$ cat src/rtl/morse_encoder.sv
`default_nettype none
// ============================================================================
//  Module   : morse_encoder
//  Purpose  : Keys a single tone output with the Morse pattern of one
//             accepted character (digits 0-9, letters A-Z) using standard
//             unit timing: dot 1 unit, dash 3, inter-symbol gap 1, trailing
//             character gap 3. The pattern being sent is shown on
//             led_morse/led_cnt (dash = 1, first symbol at bit led_cnt-1).
//  Ports    : clk, rst (async, active-high)
//             en         - enable; low aborts and holds idle
//             start      - character valid, accepted when start & ready
//             char_code  - 0x00-0x09 digits, 0x0A-0x23 letters
//             ready      - idle and enabled
//             busy       - acceptance through end of trailing gap
//             tone       - key output, 1 = mark
//             done       - one-cycle pulse on last cycle of trailing gap
//             err        - one-cycle pulse after an unsupported code
//             led_morse  - pattern, led_cnt - symbol count
//  Options  : MORSE_ENC_WORD_GAP_EN - code 0x24 sends a 7-unit word space
//  Revision : 1.0 - initial release
// ============================================================================
module morse_encoder #(
    parameter int UNIT_CYCLES = 5_000_000
) (
    input  logic       clk,
    input  logic       rst,
    input  logic       en,
    input  logic       start,
    input  logic [5:0] char_code,
    output logic       ready,
    output logic       busy,
    output logic       tone,
    output logic       done,
    output logic       err,
    output logic [4:0] led_morse,
    output logic [2:0] led_cnt
);

    localparam int              c_UW        = (UNIT_CYCLES > 1) ? $clog2(UNIT_CYCLES) : 1;
    localparam logic [c_UW-1:0] c_UNIT_LAST = c_UW'(UNIT_CYCLES - 1);
    localparam logic [c_UW-1:0] c_UNIT_PEN  = c_UW'(UNIT_CYCLES - 2);
    localparam logic [c_UW-1:0] c_UNIT_ONE  = c_UW'(1);

    typedef enum logic [1:0] {
        S_IDLE  = 2'd0,
        S_MARK  = 2'd1,
        S_SPACE = 2'd2,
        S_CGAP  = 2'd3
    } state_t;

    state_t          r_state;
    logic [c_UW-1:0] r_unit;
    logic [2:0]      r_sym;
    logic [2:0]      r_idx;
    logic [4:0]      r_led_morse;
    logic [2:0]      r_led_cnt;
    logic            r_done;
    logic            r_err;

    logic [7:0]      w_entry;
    logic            w_word;
    logic [4:0]      w_pat;
    logic [2:0]      w_len;
    logic            w_valid;
    logic [2:0]      w_dur;
    logic [2:0]      w_cgap;
    logic            w_sym_last;
    logic            w_unit_end;
    logic            w_state_end;

    // Pattern lookup: {pattern[4:0], length[2:0]}; length 0 marks an invalid code.
    always_comb begin
        w_entry = 8'h00;
        w_word  = 1'b0;
        case (char_code)
            6'h00: w_entry = {5'b11111, 3'd5};
            6'h01: w_entry = {5'b01111, 3'd5};
            6'h02: w_entry = {5'b00111, 3'd5};
            6'h03: w_entry = {5'b00011, 3'd5};
            6'h04: w_entry = {5'b00001, 3'd5};
            6'h05: w_entry = {5'b00000, 3'd5};
            6'h06: w_entry = {5'b10000, 3'd5};
            6'h07: w_entry = {5'b11000, 3'd5};
            6'h08: w_entry = {5'b11100, 3'd5};
            6'h09: w_entry = {5'b11110, 3'd5};
            6'h0A: w_entry = {5'b00001, 3'd2}; // A .-
            6'h0B: w_entry = {5'b01000, 3'd4}; // B -...
            6'h0C: w_entry = {5'b01010, 3'd4}; // C -.-.
            6'h0D: w_entry = {5'b00100, 3'd3}; // D -..
            6'h0E: w_entry = {5'b00000, 3'd1}; // E .
            6'h0F: w_entry = {5'b00010, 3'd4}; // F ..-.
            6'h10: w_entry = {5'b00110, 3'd3}; // G --.
            6'h11: w_entry = {5'b00000, 3'd4}; // H ....
            6'h12: w_entry = {5'b00000, 3'd2}; // I ..
            6'h13: w_entry = {5'b00111, 3'd4}; // J .---
            6'h14: w_entry = {5'b00101, 3'd3}; // K -.-
            6'h15: w_entry = {5'b00100, 3'd4}; // L .-..
            6'h16: w_entry = {5'b00011, 3'd2}; // M --
            6'h17: w_entry = {5'b00010, 3'd2}; // N -.
            6'h18: w_entry = {5'b00111, 3'd3}; // O ---
            6'h19: w_entry = {5'b00110, 3'd4}; // P .--.
            6'h1A: w_entry = {5'b01101, 3'd4}; // Q --.-
            6'h1B: w_entry = {5'b00010, 3'd3}; // R .-.
            6'h1C: w_entry = {5'b00000, 3'd3}; // S ...
            6'h1D: w_entry = {5'b00001, 3'd1}; // T -
            6'h1E: w_entry = {5'b00001, 3'd3}; // U ..-
            6'h1F: w_entry = {5'b00001, 3'd4}; // V ...-
            6'h20: w_entry = {5'b00011, 3'd3}; // W .--
            6'h21: w_entry = {5'b01001, 3'd4}; // X -..-
            6'h22: w_entry = {5'b01011, 3'd4}; // Y -.--
            6'h23: w_entry = {5'b01100, 3'd4}; // Z --..
`ifdef MORSE_ENC_WORD_GAP_EN
            6'h24: w_word  = 1'b1;
`endif
            default: w_entry = 8'h00;
        endcase
    end

    assign w_pat   = w_entry[7:3];
    assign w_len   = w_entry[2:0];
    assign w_valid = (w_len != 3'd0) | w_word;

    // A word space is the only thing that reaches CGAP with an empty pattern.
`ifdef MORSE_ENC_WORD_GAP_EN
    assign w_cgap = (r_led_cnt == 3'd0) ? 3'd7 : 3'd3;
`else
    assign w_cgap = 3'd3;
`endif

    // Length of the current state in units.
    always_comb begin
        w_dur = 3'd1;
        case (r_state)
            S_MARK:  w_dur = r_led_morse[r_idx] ? 3'd3 : 3'd1;
            S_CGAP:  w_dur = w_cgap;
            default: w_dur = 3'd1;
        endcase
    end

    assign w_sym_last  = (r_sym == (w_dur - 3'd1));
    assign w_unit_end  = (r_unit == c_UNIT_LAST);
    assign w_state_end = w_unit_end & w_sym_last;

    always_ff @(posedge clk or posedge rst) begin
        if (rst) begin
            r_state     <= S_IDLE;
            r_unit      <= '0;
            r_sym       <= 3'd0;
            r_idx       <= 3'd0;
            r_led_morse <= 5'd0;
            r_led_cnt   <= 3'd0;
            r_done      <= 1'b0;
            r_err       <= 1'b0;
        end else if (!en) begin
            r_state     <= S_IDLE;
            r_unit      <= '0;
            r_sym       <= 3'd0;
            r_idx       <= 3'd0;
            r_led_morse <= 5'd0;
            r_led_cnt   <= 3'd0;
            r_done      <= 1'b0;
            r_err       <= 1'b0;
        end else begin
            r_done <= 1'b0;
            r_err  <= 1'b0;
            if (r_state == S_IDLE) begin
                r_unit <= '0;
                r_sym  <= 3'd0;
                if (start) begin
                    if (w_valid) begin
                        r_led_morse <= w_pat;
                        r_led_cnt   <= w_len;
                        r_idx       <= w_len - 3'd1;
                        r_state     <= w_word ? S_CGAP : S_MARK;
                    end else begin
                        r_err <= 1'b1;
                    end
                end
            end else begin
                // done is registered, so it is raised one cycle early to
                // land on the final cycle of the gap.
                if (r_state == S_CGAP && r_unit == c_UNIT_PEN && w_sym_last)
                    r_done <= 1'b1;

                if (w_state_end) begin
                    r_unit <= '0;
                    r_sym  <= 3'd0;
                    case (r_state)
                        S_MARK: begin
                            if (r_idx == 3'd0) begin
                                r_state <= S_CGAP;
                            end else begin
                                r_state <= S_SPACE;
                                r_idx   <= r_idx - 3'd1;
                            end
                        end
                        S_SPACE: r_state <= S_MARK;
                        default: r_state <= S_IDLE;
                    endcase
                end else if (w_unit_end) begin
                    r_unit <= '0;
                    r_sym  <= r_sym + 3'd1;
                end else begin
                    r_unit <= r_unit + c_UNIT_ONE;
                end
            end
        end
    end

    assign ready     = en & (r_state == S_IDLE);
    assign busy      = (r_state != S_IDLE);
    assign tone      = (r_state == S_MARK);
    assign done      = r_done;
    assign err       = r_err;
    assign led_morse = r_led_morse;
    assign led_cnt   = r_led_cnt;

endmodule
`default_nettype wire
$ cat config.mk
export PLATFORM = sky130hd
export DESIGN_NAME = morse_encoder
export DESIGN_NICKNAME = d
export VERILOG_FILES = /design/src/rtl/morse_encoder.sv
export SDC_FILE = /design/constraint.sdc
export NUM_CORES = 1
export LEC_CHECK = 0
export BUFFER_PORTS_ARGS = -buffer_cell sky130_fd_sc_hd__buf_2
export CORE_ASPECT_RATIO = 0.7
export CORE_MARGIN = 4
export CORE_UTILIZATION = 54
export CTS_BUF_LIST = sky130_fd_sc_hd__clkbuf_16
export DETAILED_ROUTE_END_ITERATION = 8
export PLACE_DENSITY = 0.77
export SLEW_MARGIN = 30
export SYNTH_ARGS = -nofsm -noshare
export SYNTH_HDL_FRONTEND = slang
export SYNTH_SLANG_ARGS = --single-unit
$ cat constraint.sdc
create_clock -name clk -period 2.4 [get_ports clk]
set_clock_uncertainty 0.1 [all_clocks]
set_input_delay 0.48 -clock clk [delete_from_list [all_inputs] [get_ports clk]]
set_output_delay 0.48 -clock clk [all_outputs]
set_load 0.005 [all_outputs]
==> results.md <==
- The total detailed-routing wirelength is about 7900 um.
- The number of library cell types mapped by synthesis is 71.
- The H-tree was split into 2 levels.
- Across the run, the number of max-cap violations was 0.
- The highest-delay cell along the critical path is sky130_fd_sc_hd__a311o_1.
- The library cell used most frequently in the layout, excluding fill and tap cells, is sky130_fd_sc_hd__buf_4.
- STA classifies the critical path startpoint as an input pin.
- The fraction of layout cells with a size suffix above 1 is 0.320.
- After synthesis, the cell types taking the most area are sky130_fd_sc_hd__dfrtp_1 (36%), sky130_fd_sc_hd__ha_1 (6.5%), sky130_fd_sc_hd__nor2_1 (5.9%), sky130_fd_sc_hd__xor2_1 (4.9%), sky130_fd_sc_hd__nand2_1 (4.3%).
- For the pin with the worst max-slew slack, the measured transition is 0.728 ns.
- In this run the critical register-to-register path is launched from r_state[0].
- The top-area cell type share of the netlist area is 0.358.
- For this configuration, the core starts out at a cell density of 0.577.
- The clock root buffer is sky130_fd_sc_hd__clkbuf_16.
- Data on the critical path arrives at its endpoint at 2.47 ns.
- The number of pins exceeding their max-slew limit in the final report is 0.
- Counting every net in the synthesized netlist gives approximately 340.
- The half-perimeter wire length of the detailed placement result is 5650 um.
- Setup repair after global routing could not meet its margin everywhere.
- Leaving out fill and tap cells, the most frequent cells in the layout are sky130_fd_sc_hd__buf_4 (60), sky130_fd_sc_hd__nor2_1 (45), sky130_fd_sc_hd__dfrtp_1 (41), sky130_fd_sc_hd__nand2_1 (33), sky130_fd_sc_hd__buf_2 (21).
- Clock-pin slew was measured on the worst setup and hold paths at roughly 0.060 ns.
- In this run the count of I/O pins placed on the die edge is 23.
- The worst max-slew margin expressed relative to the limit is 0.502.
- For this block, the via count after detailed routing is 2800.
- Summed over all layers, the global routing overflow is 0.
- The cell type with the highest occurrence count on the critical path is sky130_fd_sc_hd__ha_2.
- The clock tree buffer depth is 2.
- Compared with the post-synthesis result, the final layout area differs by 30.0%.
- Measured in cells, the most critical reg-to-reg path has a length of 6.
- Once detail routing completed, the nets flagged for antenna violations numbered 0.
- At the later pin of the worst-skew pair, clock insertion delay measures 0.28 ns.
- Counting the buffers created by CTS gives 5.
- The flow ran to the end, and the final reports show no timing, DRC or antenna violations.
- The synthesized area divided by synthesized cell count is 9.02 um^2.
- In this run the vertical extent of the chip is approximately 70 um.
- The worst setup path is captured at a flop.
- The end-of-flow core utilization is 0.751.
- The weighted congestion reported at the end of routability-driven placement is between 0.9 and 1.
- The launching instance or port of the critical path is char_code[0].
- The terminus of the critical flop-to-flop path is done.
- The die covers 6560 um^2.
- The critical path goes through buf_2 -> ha_2 -> nand2b_1 -> a221o_1 -> a311o_1 -> nand3_2 -> o21ai_1 -> ha_2 -> xnor2_2 -> a31o_1.
- The biggest area contributor in the post-synthesis netlist is sky130_fd_sc_hd__dfrtp_1.
- The setup check on the worst reg-to-reg path leaves a slack of 0.10 ns.
- The ratio of final minimum period to clock period is 0.998.
- The portion of the post-synthesis area used by sequential elements is 0.358.
- The post-place instance area is 3430 um^2.
- The maximum VDD drop is 0.282 mV.
- In this run the power density over the cells is 532 nW/um^2.
- The standard-cell row count is 21.
- The sum of buffers and inverters on the critical path is 1.
- Port buffering added 22 buffers.
- The kind of critical path is in2reg.
- The number of remaining DRC errors is 0.
- The TritonCTS clock tree is done.
- The family of cells with the greatest summed delay on the critical path is compound AO/OA/AOI/OAI gates.
- The initial antenna violation count was 0.
- The min-delay analysis places its worst path in the category in2async.
- The required time reported for the critical path endpoint is ~2.5 ns.
- Along the worst path, the maximum fanout reaches 4.
- The wire length of the first global-routing pass is between 10000 and 15000 um.
- The width of the chip is approximately 95 um.
- After technology mapping, the gate count stands at ~320.
- The static leakage is 1.70 nW.
- In this run the cell area of the synthesized design comes to approximately 2900 um^2.
- Excluding fillers, the count of instances in the completed layout stands at 466.
- The initial detailed-routing violation count is 212.
- The final-layout setup total negative slack is 0 ns.
- For this run, the top clock speed supported by timing is 0.418 GHz.
- The post-detailed-route wirelength per cell is between 15 and 20 um.
- The cell total after placement is between 400 and 500.
- Clock tree synthesis found a total of between 40 and 50 sinks.
- The floorplan step defined a core boundary enclosing about 5000 um^2.
- Among all flip-flop cells after synthesis, the most frequent one is sky130_fd_sc_hd__dfrtp_1.
- The count of synthesis-stage warnings from yosys is 0.
- Counting the fill cells in the layout gives roughly 320.
- 0 antenna diodes ended up in the layout.
- After the last flow step, the layout net total stands at 421.
- The via count of the first global-routing pass came to 2473.
- The hold violation count in the final report is 0.
- After detailed routing, the number of vias per cell comes to roughly 6.
- The final critical-path required period is 2.39 ns.
- The combined global-route utilization of all metal layers is 0.249.
- The final design instance area without fill is 3730 um^2.
- The delay of the slowest critical-path stage is a little over 0.4 ns.
- Before antenna repair, the detailed router went through 5 iterations.
- The share of synthesized flip-flops with an asynchronous set or reset is 1.00.
- The count of final setup violators is 0.
- Counting flops with a built-in enable in the synthesized netlist gives 0.
- The largest net degree at the start of global routing is 42.
- The post-synthesis sequential element count is 41.
-- tightest hold or removal path, cell delays in order --
cell	delay, ns
sky130_fd_sc_hd__buf_2	0.09
sky130_fd_sc_hd__inv_1	0.04
sky130_fd_sc_hd__buf_4	0.44
-- layout make-up --
cell class	count	area, um^2	share of cell area
multi-input cells	254	1810	0.487
flip-flops and latches	41	1030	0.275
repair buffers	83	591	0.158
clock buffers	5	125	0.0336
well taps	69	86.3	0.0232
inverters	11	45.0	0.0121
clock inverters	3	41.3	0.0111
-- flip-flops by register name, indices dropped and copies added (netlist names) --
| register | flops |
|---|---|
| r_unit | 23 |
| led_morse | 5 |
| done | 1 |
| led_cnt | 3 |
| r_idx | 3 |
| r_state | 2 |
| err | 1 |
| r_sym | 3 |
-- worst max-delay path by stage --
stage,end,slack [ns],depth (start not counted)
finish,r_idx[2],0.005,10
detailed placement,r_idx[2],-0.34,10
floorplan,r_idx[2],-0.09,9
global route,r_idx[2],-0.07,10
global placement,r_idx[2],-0.27,10
CTS,r_idx[2],0.00004,10
-- layer usage --
layer / global-route usage / routed length (um) / vias to the layer above
met5: 0 / 0 / -
met4: 0.0683 / 104 / 0
met3: 0.0521 / 646 / 12
met2: 0.372 / 3430 / 125
met1: 0.365 / 3680 / 1367
li1: - / - / 1296
-- cell usage after synthesis, types with 7 or more instances --
library cell and number:
sky130_fd_sc_hd__a21oi_1 13, sky130_fd_sc_hd__clkbuf_1 7, sky130_fd_sc_hd__dfrtp_1 41, sky130_fd_sc_hd__ha_1 15
sky130_fd_sc_hd__inv_1 9, sky130_fd_sc_hd__mux2i_1 7, sky130_fd_sc_hd__nand2_1 33, sky130_fd_sc_hd__nand3_1 14
sky130_fd_sc_hd__nor2_1 45, sky130_fd_sc_hd__nor3_1 9, sky130_fd_sc_hd__o21ai_0 9, sky130_fd_sc_hd__xor2_1 16
-- metrics by stage --
| step | power, mW | worst slack (ns) | hold slack (ns) |
|---|---|---|---|
| floorplan | 1.01 | -0.0883 | 0.367 |
| global placement | 1.17 | -0.268 | 0.387 |
| detailed placement | 1.19 | -0.336 | 0.410 |
| CTS | 1.94 | 0.0000366 | 0.245 |
| global route | 2.06 | -0.0735 | 0.257 |
| finish | 1.98 | 0.00508 | 0.219 |
-- cells by family after synthesis --
group,share of synthesized area
AND/OR/NAND/NOR,0.271
AO/OA/AOI/OAI,0.155
flip-flops,0.358
buffers and inverters,0.0397
XOR/XNOR,0.0672
adder cells (fa/ha/maj),0.0654
multiplexers,0.0441
-- power breakdown --
group	internal [mW]	switching [mW]	total, mW
sequential	0.715	0.0277	0.743
combinational	0.237	0.252	0.489
clock	0.486	0.265	0.752
total	1.44	0.545	1.98
-- what timing repair did --
item | CTS | global route
resized for setup | 0 | 19
setup buffers | 3 | 6
hold buffers | 0 | 0
setup endpoints to repair | 5 | 13
pin swaps | 2 | 7
(Power assumes the default switching activity.)
